===== config.mk =====
export PLATFORM = sky130hd
export DESIGN_NAME = pwm_multi_channel
export DESIGN_NICKNAME = d
export VERILOG_FILES = /design/src/rtl/pwm_pkg.sv /design/src/rtl/pwm_timebase.sv /design/src/rtl/pwm_multi_channel.sv
export SDC_FILE = /design/constraint.sdc
export NUM_CORES = 1
export LEC_CHECK = 0
export CAP_MARGIN = 40
export CORE_ASPECT_RATIO = 1.75
export CORE_MARGIN = 4
export CORE_UTILIZATION = 25
export DETAILED_ROUTE_END_ITERATION = 7
export HOLD_SLACK_MARGIN = 0.12
export SYNTH_ARGS = -nofsm -noshare
export SYNTH_HDL_FRONTEND = slang
export SYNTH_SLANG_ARGS = --single-unit

===== constraint.sdc =====
create_clock -name clk -period 2.8 [get_ports clk]
set_input_delay 0.42 -clock clk [delete_from_list [all_inputs] [get_ports clk]]
set_output_delay 0.42 -clock clk [all_outputs]
set_load 0.02 [all_outputs]

===== src/rtl/pwm_pkg.sv =====
// Shared types, default widths and a duty-extraction helper for the multi-channel PWM.
package pwm_pkg;

  typedef enum logic {
    PWM_EDGE   = 1'b0,
    PWM_CENTER = 1'b1
  } pwm_mode_e;

  localparam int DEF_NUM_CH  = 4;
  localparam int DEF_CNT_W   = 8;
  localparam int DEF_PRESC_W = 8;
  localparam int MAX_CH      = 16;
  localparam int MAX_W       = 32;

  // Callers zero-pad the flat duty bus to MAX_CH*MAX_W so one helper serves any width.
  function automatic logic [MAX_W-1:0] duty_of(input logic [MAX_CH*MAX_W-1:0] flat,
                                               input int w, input int ch);
    logic [MAX_W-1:0] r;
    r = '0;
    for (int b = 0; b < MAX_W; b++) begin
      if (b < w) r[b] = flat[ch*w + b];
    end
    return r;
  endfunction

endpackage


===== src/rtl/pwm_timebase.sv =====
// Shared prescaler and edge/center-aligned counter; flags the period boundary and restart.
module pwm_timebase
  import pwm_pkg::*;
#(
  parameter int CNT_W   = DEF_CNT_W,
  parameter int PRESC_W = DEF_PRESC_W
) (
  input  logic               clk,
  input  logic               rst,
  input  logic               enable,
  input  logic [PRESC_W-1:0] prescale,
  input  logic [CNT_W-1:0]   period_a,
  input  pwm_mode_e          mode_a,
  output logic [CNT_W-1:0]   cnt,
  output logic               count_down,
  output logic               run,
  output logic               restart,
  output logic               boundary,
  output logic               period_start
);

  logic [PRESC_W-1:0] presc_q, presc_d;
  logic [CNT_W-1:0]   cnt_q, cnt_d;
  logic               dir_q, dir_d;
  logic               en_q;
  logic               ps_q, ps_d;
  logic               tick, last;

  assign restart = enable & ~en_q;
  assign run     = enable & en_q;
  assign tick    = run && (presc_q == prescale);

  // Center mode with P<=1 has no down phase, so its last position is the top of the ramp.
  always_comb begin
    if (mode_a == PWM_EDGE || period_a <= CNT_W'(1)) last = (cnt_q == period_a);
    else                                           last = dir_q && (cnt_q == CNT_W'(1));
  end

  assign boundary = tick & last;

  always_comb begin
    presc_d = presc_q;
    cnt_d   = cnt_q;
    dir_d   = dir_q;
    ps_d    = 1'b0;
    if (!enable || restart) begin
      presc_d = '0;
      cnt_d   = '0;
      dir_d   = 1'b0;
      ps_d    = restart;
    end else if (tick) begin
      presc_d = '0;
      if (last) begin
        cnt_d = '0;
        dir_d = 1'b0;
        ps_d  = 1'b1;
      end else if (dir_q) begin
        cnt_d = cnt_q - CNT_W'(1);
      end else if (mode_a == PWM_CENTER && cnt_q == period_a) begin
        dir_d = 1'b1;
        cnt_d = period_a - CNT_W'(1);
      end else begin
        cnt_d = cnt_q + CNT_W'(1);
      end
    end else begin
      presc_d = presc_q + PRESC_W'(1);
    end
  end

  always_ff @(posedge clk or posedge rst) begin
    if (rst) begin
      presc_q <= '0;
      cnt_q   <= '0;
      dir_q   <= 1'b0;
      en_q    <= 1'b0;
      ps_q    <= 1'b0;
    end else begin
      presc_q <= presc_d;
      cnt_q   <= cnt_d;
      dir_q   <= dir_d;
      en_q    <= enable;
      ps_q    <= ps_d;
    end
  end

  assign cnt          = cnt_q;
  assign count_down   = dir_q;
  assign period_start = ps_q;

endmodule


===== src/rtl/pwm_multi_channel.sv =====
// NUM_CH PWM channels on one timebase; configuration is double-buffered and loads at period boundaries.
module pwm_multi_channel
  import pwm_pkg::*;
#(
  parameter int NUM_CH  = DEF_NUM_CH,
  parameter int CNT_W   = DEF_CNT_W,
  parameter int PRESC_W = DEF_PRESC_W
) (
  input  logic                    clk,
  input  logic                    rst,
  input  logic                    enable,
  input  logic [PRESC_W-1:0]      prescale,
  input  logic [CNT_W-1:0]        period,
  input  logic                    center_mode,
  input  logic [NUM_CH*CNT_W-1:0] duty_flat,
  input  logic [NUM_CH-1:0]       polarity,
  input  logic [NUM_CH-1:0]       ch_en,
  input  logic                    update_req,
  output logic                    update_ack,
  output logic                    period_start,
  output logic [NUM_CH-1:0]       pwm_out
);

  logic [CNT_W-1:0]        period_q, period_d;
  pwm_mode_e               mode_q, mode_d;
  logic [NUM_CH*CNT_W-1:0] duty_q, duty_d;
  logic [NUM_CH-1:0]       pol_q, pol_d, chen_q, chen_d, pwm_q, pwm_d, raw_vec;
  logic                    pending_q, pending_d, ack_q, ack_d, load;
  logic [CNT_W-1:0]        cnt;
  logic                    count_down, run, restart, boundary;

  pwm_timebase #(.CNT_W(CNT_W), .PRESC_W(PRESC_W)) u_timebase (
    .clk(clk), .rst(rst), .enable(enable), .prescale(prescale),
    .period_a(period_q), .mode_a(mode_q), .cnt(cnt), .count_down(count_down),
    .run(run), .restart(restart), .boundary(boundary), .period_start(period_start)
  );

  assign load = restart | (boundary & (pending_q | update_req));

  always_comb begin
    period_d  = period_q;
    mode_d    = mode_q;
    duty_d    = duty_q;
    pol_d     = pol_q;
    chen_d    = chen_q;
    pending_d = pending_q | update_req;
    ack_d     = load;
    if (load) begin
      period_d  = period;
      mode_d    = pwm_mode_e'(center_mode);
      duty_d    = duty_flat;
      pol_d     = polarity;
      chen_d    = ch_en;
      pending_d = 1'b0;
    end
  end

  logic [MAX_CH*MAX_W-1:0] flat_pad;
  logic [MAX_W-1:0]        cnt_pad, period_pad;

  always_comb begin
    flat_pad                     = '0;
    flat_pad[NUM_CH*CNT_W-1:0]   = duty_q;
    cnt_pad                      = '0;
    cnt_pad[CNT_W-1:0]           = cnt;
    period_pad                   = '0;
    period_pad[CNT_W-1:0]        = period_q;
  end

  for (genvar i = 0; i < NUM_CH; i++) begin : g_ch
    logic [MAX_W-1:0] duty_w;
    assign duty_w = duty_of(flat_pad, CNT_W, i);
    // Down phase compares with <= so the high window is symmetric around cnt==0.
    assign raw_vec[i] = (mode_q == PWM_CENTER)
                        ? ((duty_w >= period_pad) ||
                           (count_down ? (cnt_pad <= duty_w) : (cnt_pad < duty_w)))
                        : (cnt_pad < duty_w);
  end

  always_comb pwm_d = pol_q ^ (raw_vec & chen_q & {NUM_CH{run}});

  always_ff @(posedge clk or posedge rst) begin
    if (rst) begin
      period_q  <= '0;
      mode_q    <= PWM_EDGE;
      duty_q    <= '0;
      pol_q     <= '0;
      chen_q    <= '0;
      pending_q <= 1'b0;
      ack_q     <= 1'b0;
      pwm_q     <= '0;
    end else begin
      period_q  <= period_d;
      mode_q    <= mode_d;
      duty_q    <= duty_d;
      pol_q     <= pol_d;
      chen_q    <= chen_d;
      pending_q <= pending_d;
      ack_q     <= ack_d;
      pwm_q     <= pwm_d;
    end
  end

  assign update_ack = ack_q;
  assign pwm_out    = pwm_q;

endmodule


=== Yosys cells after proc, flatten, opt, wreduce, memory -nomap -nowiden ===
Index checks and enable logic that the tools add are counted.

* Add/subtract/negate cells: 4
* Order comparisons: 13
* Equal/unequal tests: 3
* Mux-type cells: 25
* Bitwise logic cells: 11
* Reductions and logical operators: 11

{| class="wikitable"
|+ Operator list
! cell !! number
|-
| $mux 8 || 7
|-
| $ge 8x8->1 || 4
|-
| $le 8x8->1 || 4
|-
| $lt 8x8->1 || 4
|-
| $mux 1 || 18
|-
| $add 8x1->8 const B || 2
|-
| $eq 8x8->1 || 2
|-
| $sub 8x1->8 const B || 2
|-
| $and 4x4->4 || 2
|-
| $eq 8x1->1 const B || 1
|-
| $le 8x1->1 const B || 1
|-
| $logic_or 1x1->1 || 6
|-
| $and 1x1->1 || 4
|-
| $xor 4x4->4 || 1
|-
| $logic_and 1x1->1 || 3
|-
| $not 1->1 || 2
|-
| $or 1x1->1 || 2
|-
| $reduce_bool 2->1 || 1
|-
| $logic_not 1->1 || 1
|}

* Register bits after elaboration: 74
* Bits of input ports: 61
* Output and inout bits: 6
* Logic and storage cells: 80

=== Longest topological paths before layout ===
* Depth in word-level cells: 7
* Gate-level depth with buffers: 10
* Gate-level depth less buffers: 9

=== Cells and area by module ===
A second synthesis with hierarchy kept.

* Cells, all modules: 519
* Area, all modules: 5,235.0 um2

{| class="wikitable"
|+ Modules (own cells, without submodules)
! module !! instances !! cells each !! area each (um2) !! seq. area each (um2)
|-
| pwm_multi_channel || 1 || 339 || 3,694.8 || 1,376.3
|-
| pwm_timebase || 1 || 180 || 1,540.2 || 475.5
|}

=== Worst setup path before layout ===
Ideal clock, no wire load.

* Path kind: reg-to-reg
* Start: register u_timebase.cnt_q[2], in the netlist u_timebase.cnt[2]
* End: register duty_q[0]
* Library setup time: 0.125 ns
* Data arrival time: 2.327 ns
* Required time: 2.675 ns
* Path slack: 0.348 ns
* Cell stages (with the launch flop): 10
* Buffers on the path: 2
* Clock period less this slack: 2.452 ns
* Cell sequence: dfrtp_1 clkbuf_1 or4_1 nor2_1 nand4_1 o21ai_1 nand2_1 o21ai_4 buf_6 mux2_2

* Word-level cells in the longest chain between the ends: 6
* Elaborated cells between the ends (all ways): 7
* Classes of those cells: eq/ne: 2; mux: 1; bitwise: 3; reduce/logical: 1

{| class="wikitable"
|+ Ends and longest elaborated chain
! item !! RTL line !! text
|-
| from (decl) || pwm_timebase.sv:23 || <nowiki>logic [CNT_W-1:0] cnt_q, cnt_d;</nowiki>
|-
| from (signal assigned) || pwm_timebase.sv:79 || <nowiki>cnt_q <= cnt_d;</nowiki>
|-
| $eq 8x1->1 || pwm_timebase.sv:36 || <nowiki>else last = dir_q && (cnt_q == CNT_W'(1));</nowiki>
|-
| $logic_and 1x1->1 || pwm_timebase.sv:36 ||
|-
| $mux 1 * || pwm_timebase.sv:35 || <nowiki>if (mode_a == PWM_EDGE || period_a <= CNT_W'(1)) last = (cnt_q == period_a);</nowiki>
|-
| $and 1x1->1 * || pwm_timebase.sv:39 || <nowiki>assign boundary = tick & last;</nowiki>
|-
| $and 1x1->1 * || pwm_multi_channel.sv:38 || <nowiki>assign load = restart | (boundary & (pending_q | update_req));</nowiki>
|-
| $or 1x1->1 * || pwm_multi_channel.sv:38 ||
|-
| to (signal assigned) || pwm_multi_channel.sv:95 || <nowiki>duty_q <= duty_d;</nowiki>
|-
| to (decl) || pwm_multi_channel.sv:26 || <nowiki>logic [NUM_CH*CNT_W-1:0] duty_q, duty_d;</nowiki>
|}

Mark *: on every way between the ends. The rest lies on a longest branch, timed or not.
A chain may end at the register's enable or synchronous reset.

=== Worst setup path in the final report ===
* Start: register period_q[1]
* End: register duty_q[29]

* Word-level cells in the longest chain between the ends: 6
* Elaborated cells between the ends (all ways): 7
* Classes of those cells: order compare: 1; eq/ne: 1; mux: 1; bitwise: 3; reduce/logical: 1

{| class="wikitable"
|+ Ends and longest elaborated chain
! item !! RTL line !! text
|-
| from (decl) || pwm_multi_channel.sv:24 || <nowiki>logic [CNT_W-1:0] period_q, period_d;</nowiki>
|-
| from (signal assigned) || pwm_multi_channel.sv:93 || <nowiki>period_q <= period_d;</nowiki>
|-
| $le 8x1->1 || pwm_timebase.sv:35 ||
|-
| $logic_or 1x1->1 || pwm_timebase.sv:35 ||
|-
| $mux 1 * || pwm_timebase.sv:35 ||
|-
| $and 1x1->1 * || pwm_timebase.sv:39 ||
|-
| $and 1x1->1 * || pwm_multi_channel.sv:38 ||
|-
| $or 1x1->1 * || pwm_multi_channel.sv:38 ||
|}

Marks and branches as above.

==> run_results.csv <==
group,metric,value,unit
clock_tree,cts_sinks,74,
layout,diodes,0,
setup_path,cp_slowest_stage_delay,420,ps
clock_tree,clk_latency,340,ps
layout,post-route-util,0.3288,
logic_synthesis,ys.flop_type,"dfrtp_1",
logic_synthesis,yosysSeqAreaShare,0.3681,
sta,rsz0062_at_grt,"false",
setup_path,timing.rr.start,"period_q[1]",
floorplanning,initial_core_util,0.2549,
sta,final_max_slew_viol_count,0,
layout,fillers,2067,
layout,areaGrowthSynthToFinish,29.00,%
clock_tree,cts_buffers,9,
global_route,overflow,0,
setup_path,path_cells,"inv_1 > ha_1 > nor2_1 > o41a_1 > o21ai_1 > nand2_1 > o21ai_4 > buf_12 > mux2_2",
setup_path,worstSetupPathType,"flip-flop to flip-flop",
setup_path,endpoint,"duty_q[29]",
route,drt_iter0_drc,164,
global_route,gr-usage-met2,0.2208,
power,leakagePower,0.003058,uW
clock_tree,clockBufferDepth,2,
global_route,met1_usage,0.1358,
global_route,met3_usage,0.02253,
logic_synthesis,synth_fp_nets,622,
sta,relSlewSlack,0.6020,
placement,dpl.hpwl,10.78,mm
floorplanning,placementRows,68,
clock_tree,cts_tree,"yes",
setup_path,critPathSlowestCell,"dfrtp_1",
placement,gp_congestion,0.8578,
global_route,grt.total_usage,0.1242,
logic_synthesis,avgSynthCellArea,10.25,um2
route,totalWireLength,13.38,mm
sta,setup_violations,0,
setup_path,path_buf_inv,2,
floorplanning,die-area,22550,um2
floorplanning,core_area,19740,um2
sta,layout_worst_path_cycle_share,0.9109,
power,internal_power,2465,uW
placement,pre_cts_ws,204.8,ps
outcome,status,"finished, final reports clean",
power,p_clk_frac,0.373,
global_route,grt_pass1_vias,4139,
layout,drive_above_1_share,0.1604,
sta,min_period,2550,ps
sta,fmax,0.3921,GHz
setup_path,cp_data_required_time,3020,ps
sta,tns,0,ps
clock_tree,postCtsSetupRepairBufs,0,
route,vias,3911,
clock_tree,holdBufCountCts,0,
power,vdd_drop_max,0.2759,mV
setup_path,critPathLaunch,"period_q[1]",
worst_hold_path,hp-start,"pol_q[0]",
route,wire_per_inst,16.10,um
logic_synthesis,async_reset_ff_frac,1.000,
layout,final_cells,831,
power,power_density,523.9,nW/um2
power,p_sw,935.2,uW
logic_synthesis,yosysUniqueCellTypes,43,
global_route,grt.busiest_layer,"met2",
route,first_pass_iters,4,
logic_synthesis,ys_ff_latch,74,
route,ant_nets,0,
clock_tree,cts-resized-gates,0,
sta,worst_slew_pin_slew,594.4,ps
setup_path,reg2reg_slack,250,ps
floorplanning,die_y,195.7,um
setup_path,cp-start-kind,"flip-flop",
logic_synthesis,syn_area,5031,um2
setup_path,critPathTopFamily,"compound AO/OA/AOI/OAI gates",
logic_synthesis,synth_edf_count,0,
placement,dp_cells,815,
global_route,grt_pass1_wl,21.40,mm
setup_path,arrival,2770,ps
placement,io_buffers,66,
worst_hold_path,min_path_type,"flip-flop to flip-flop",
logic_synthesis,syn_inst,491,
layout,fin_nets,712,
route,vias_per_cell,4.706,
floorplanning,die_w,115.2,um
power,seq_power_share,0.383,
global_route,antenna_found_initial,0,
sta,hold_violations,0,
setup_path,r2r_end,"duty_q[29]",
flow_run,maxCapViolCount,0,
power,pwr-share-comb,0.244,
clock_tree,cts-root-buf,"clkbuf_16",
clock_tree,clk_pin_slew,60,ps
setup_path,critPathMaxFanout,34,
sta,setup_ws,249.6,ps
setup_path,critPathCaptureType,"flip-flop",
floorplanning,io_pins,67,
setup_path,cp.depth,9,
clock_tree,htreeDepth,3,
power,switching_share,0.2751,
sta,skew,9.411,ps
global_route,grt_max_degree,35,
logic_synthesis,yosys_warnings,0,
setup_path,r2r_cells,9,
route,drc,0,
## cell families (layout without fill, tap and decap cells)
kind of cell / count (synthesis) / in the layout / share of synthesized area
buffers and inverters: 66 / 161 / 0.05695
AO/OA/AOI/OAI: 84 / 84 / 0.1132
flip-flops: 74 / 74 / 0.3681
multiplexers: 50 / 50 / 0.1139
AND/OR/NAND/NOR: 110 / 110 / 0.1094
adder cells (fa/ha/maj): 70 / 70 / 0.1741
XOR/XNOR: 37 / 37 / 0.06441
## worst register-to-register path: stages (launching register included)
cell and delay (ps):
dfrtp_1 420, inv_1 260, ha_1 280, nor2_1 60, o41a_1 350, o21ai_1 130
nand2_1 110, o21ai_4 200, buf_12 230, mux2_2 390
## worst min path at each step
stage	slack, ps	cells past startpoint	endpoint
detailed placement	450	1	pwm_out[0]
floorplan	440	1	pwm_out[0]
CTS	460	1	pwm_out[0]
finish	450	1	pwm_out[0]
global route	470	1	pwm_out[2]
global placement	450	1	pwm_out[2]
## Yosys cell counts (all sizes together), types with 2 or more instances
cell type / count / area (um2)
a221oi: 3 / 26.28
ha: 70 / 875.8
a21o: 21 / 157.7
nand2b: 9 / 56.30
mux2: 49 / 563.0
nor2: 30 / 112.6
o31ai: 6 / 45.04
a211o: 2 / 17.52
nor2b: 4 / 25.02
buf: 6 / 61.30
xor2: 10 / 87.58
nand3: 13 / 65.06
or4: 3 / 22.52
a211oi: 7 / 52.55
inv: 52 / 195.2
clkbuf: 8 / 30.03
nand4: 16 / 100.1
nor3: 11 / 55.05
xnor2: 27 / 236.5
dfrtp: 74 / 1852
a21oi: 16 / 80.08
o21ai: 19 / 106.4
and3: 4 / 25.02
nand2: 16 / 60.06
## cell usage in the layout (no fill, tap or decap), drive strengths merged, types with 2 or more instances in the layout
cell           instances
a21o                  21
mux2                  49
o21ai                 19
clkinv                 2
a211oi                 7
clkbuf                12
a211o                  2
nand2                 16
xor2                  10
a221oi                 3
nand4                 16
bufinv                 2
clkdlybuf4s50         66
o31ai                  6
nor2                  30
nand2b                 9
nand3                 13
ha                    70
nor2b                  4
nor3                  11
inv                   52
or4                    3
buf                   27
dfrtp                 74
and3                   4
xnor2                 27
a21oi                 16
## power by group through the flow
stage	clock, uW	sequential, uW	combinational [uW]
global placement	0	1320	818
global route	1340	1320	940
CTS	1300	1310	842
detailed placement	0	1320	835
floorplan	0	1300	534
finish	1270	1300	829
## per-layer routing
| layer | vias up | wire length, um |
|---|---|---|
| met5 | - | 0 |
| met1 | 1870 | 5054 |
| met3 | 31 | 463 |
| met2 | 89 | 7275 |
| li1 | 1921 | - |
| met4 | 0 | 588 |
## final cells by class
cell class                 count  area (um2)  area share
multi-input combinational    351        2893      0.4457
inverter                      52       195.2     0.03008
clock buffer                  12       256.5     0.03952
tap                          245       306.5     0.04723
clock inverter                 4       73.82     0.01137
timing repair buffer          93       913.4      0.1407
sequential                    74        1852      0.2853
## state kept, by name (all words and copies together) (netlist names)
| register | flops |
|---|---|
| u_timebase.cnt | 8 |
| u_timebase.period_start | 1 |
| u_timebase.count_down | 1 |
| pending_q | 1 |
| mode_q | 1 |
| u_timebase.presc_q | 8 |
| pwm_out | 4 |
| u_timebase.en_q | 1 |
| pol_q | 4 |
| period_q | 8 |
| chen_q | 4 |
| duty_q | 32 |
| update_ack | 1 |
## through the flow
step | cell area [um2] | total power [uW] | hold WS, ps
5_1_grt | 6490 | 3598 | 471.9
4_1_cts | 6490 | 3452 | 459.7
3_3_place_gp | 6160 | 2139 | 452.4
3_5_place_dp | 6160 | 2160 | 452.2
6_report | 6490 | 3400 | 453.2
2_1_floorplan | 5031 | 1836 | 437.8
Power figures use the tool's default switching activity.
==> RTL change (config.mk and constraints unchanged) <==
Change the package constant `DEF_CNT_W` from 8 to 12.
--- a/src/rtl/pwm_pkg.sv
+++ b/src/rtl/pwm_pkg.sv
@@ -8,5 +8,5 @@
 
   localparam int DEF_NUM_CH  = 4;
-  localparam int DEF_CNT_W   = 8;
+  localparam int DEF_CNT_W   = 12;
   localparam int DEF_PRESC_W = 8;
   localparam int MAX_CH      = 16;
Ports: changed (resized duty_flat and period); port bits go from 67 to 87. No check against the original RTL was run, so the function may have changed too.
==> RTL change against the unedited design <==
The run now ends with setup timing left. Cell area rose by 46%. Hold slack improved by 0.026 ns. Worst setup slack got worse by 0.25 ns. Sequential share of layout area fell by 2.7 points. Synthesized area rose by 47%. Core utilization fell by 0.43 points. Routed wire length rose by 85%. Count of clock-buffer cells in the layout fell by 2. Sequential cell count rose by 24. Die area rose by 44%. Power rose by 31%. Critical path type unchanged. Largest cell class unchanged. Highest routed layer unchanged.
==> RTL change: results <==
[run_status]
status = "complete, but fails checks"
violations = "setup timing"

[timing]
setup_viol = 3
hold_ws_ns = 0.4793
tightest_slew_ns = 0.6492
fin_ws_ns = -0.003486

[logic_synthesis]
synth_xor_area_share_pct = 5.933
ys_seq_area_share_pct = 33.23
ys_top_cells_by_count = "ha_1 (102), dfrtp_1 (98), inv_1 (71), mux2_4 (69), a21oi_1 (31)"
synthMuxAreaShare_pct = 14.44
synth_area_leaders = "dfrtp_1 (33%), ha_1 (17%), mux2_4 (14%), inv_1 (3.6%), xnor2_1 (3.3%)"
synth_compound_area_share_pct = 11.29
synth_fa_ha_area_share_pct = 17.29

[clocking]
clk_latency_ns = 0.38

[detailed_routing]
via_count = 6024
drt_wl_total_mm = 24.70
dr.pass1.iters = 5
wl_per_cell_um = 20.16

[setup_path]
crit_slowest_cell = "or4_4"
timing.rr.start = "u_timebase.cnt[8]"
cpPeakStageDelay_ns = 0.44
r2r-end = "duty_q[16]"
crit_arrival_ns = 3.06

[global_route]
antenna_found_initial = 1
gr-usage-met3_pct = 2.459
track_usage_pct = 14.71
grt_start_max_net_pins = 40

[pwr]
power_density_nw_per_um2 = 468.2
peakVddDrop_uv = 271.5

[cells_and_area]
layout-drive-gt1-share_pct = 18.41
nets = 1020
num-fill-cells = 3001
largest_register_ffs = 48

[place]
placedInstanceArea_sq_um = 8997
io_buffer_count = 86
dp_worst_setup_slack_ns = 0.03103
dpl.cell_count = 1198
RTL change: cell count changes in the layout (fill, tap and decap cells not counted), moves of 15 or more:
cell             before  now
buf_4                23   46
dfrtp_1              74   98
mux2_4                3   69
a21oi_1              16   31
ha_1                 70  102
mux2_2               46    0
inv_1                51   70
clkdlybuf4s50_1      66   86
RTL change: worst max-delay path by stage:
stage	to	startpoint
floorplan	chen_q[3]	u_timebase.cnt[8]
global placement	chen_q[2]	u_timebase.cnt[8]
CTS	duty_q[42]	period_q[2]
finish	duty_q[16]	u_timebase.cnt[8]
global route	duty_q[12]	period_q[7]
detailed placement	duty_q[39]	period_q[2]
RTL change: layout make-up:
class / instances / share of cell area (%)
clock buffer: 10 / 2.515
inverter: 72 / 2.883
sequential: 98 / 25.81
antenna: 1 / 0.02633
clock inverter: 6 / 0.5925
tap: 382 / 5.030
timing repair buffer: 145 / 15.43
multi-input combinational: 511 / 47.72
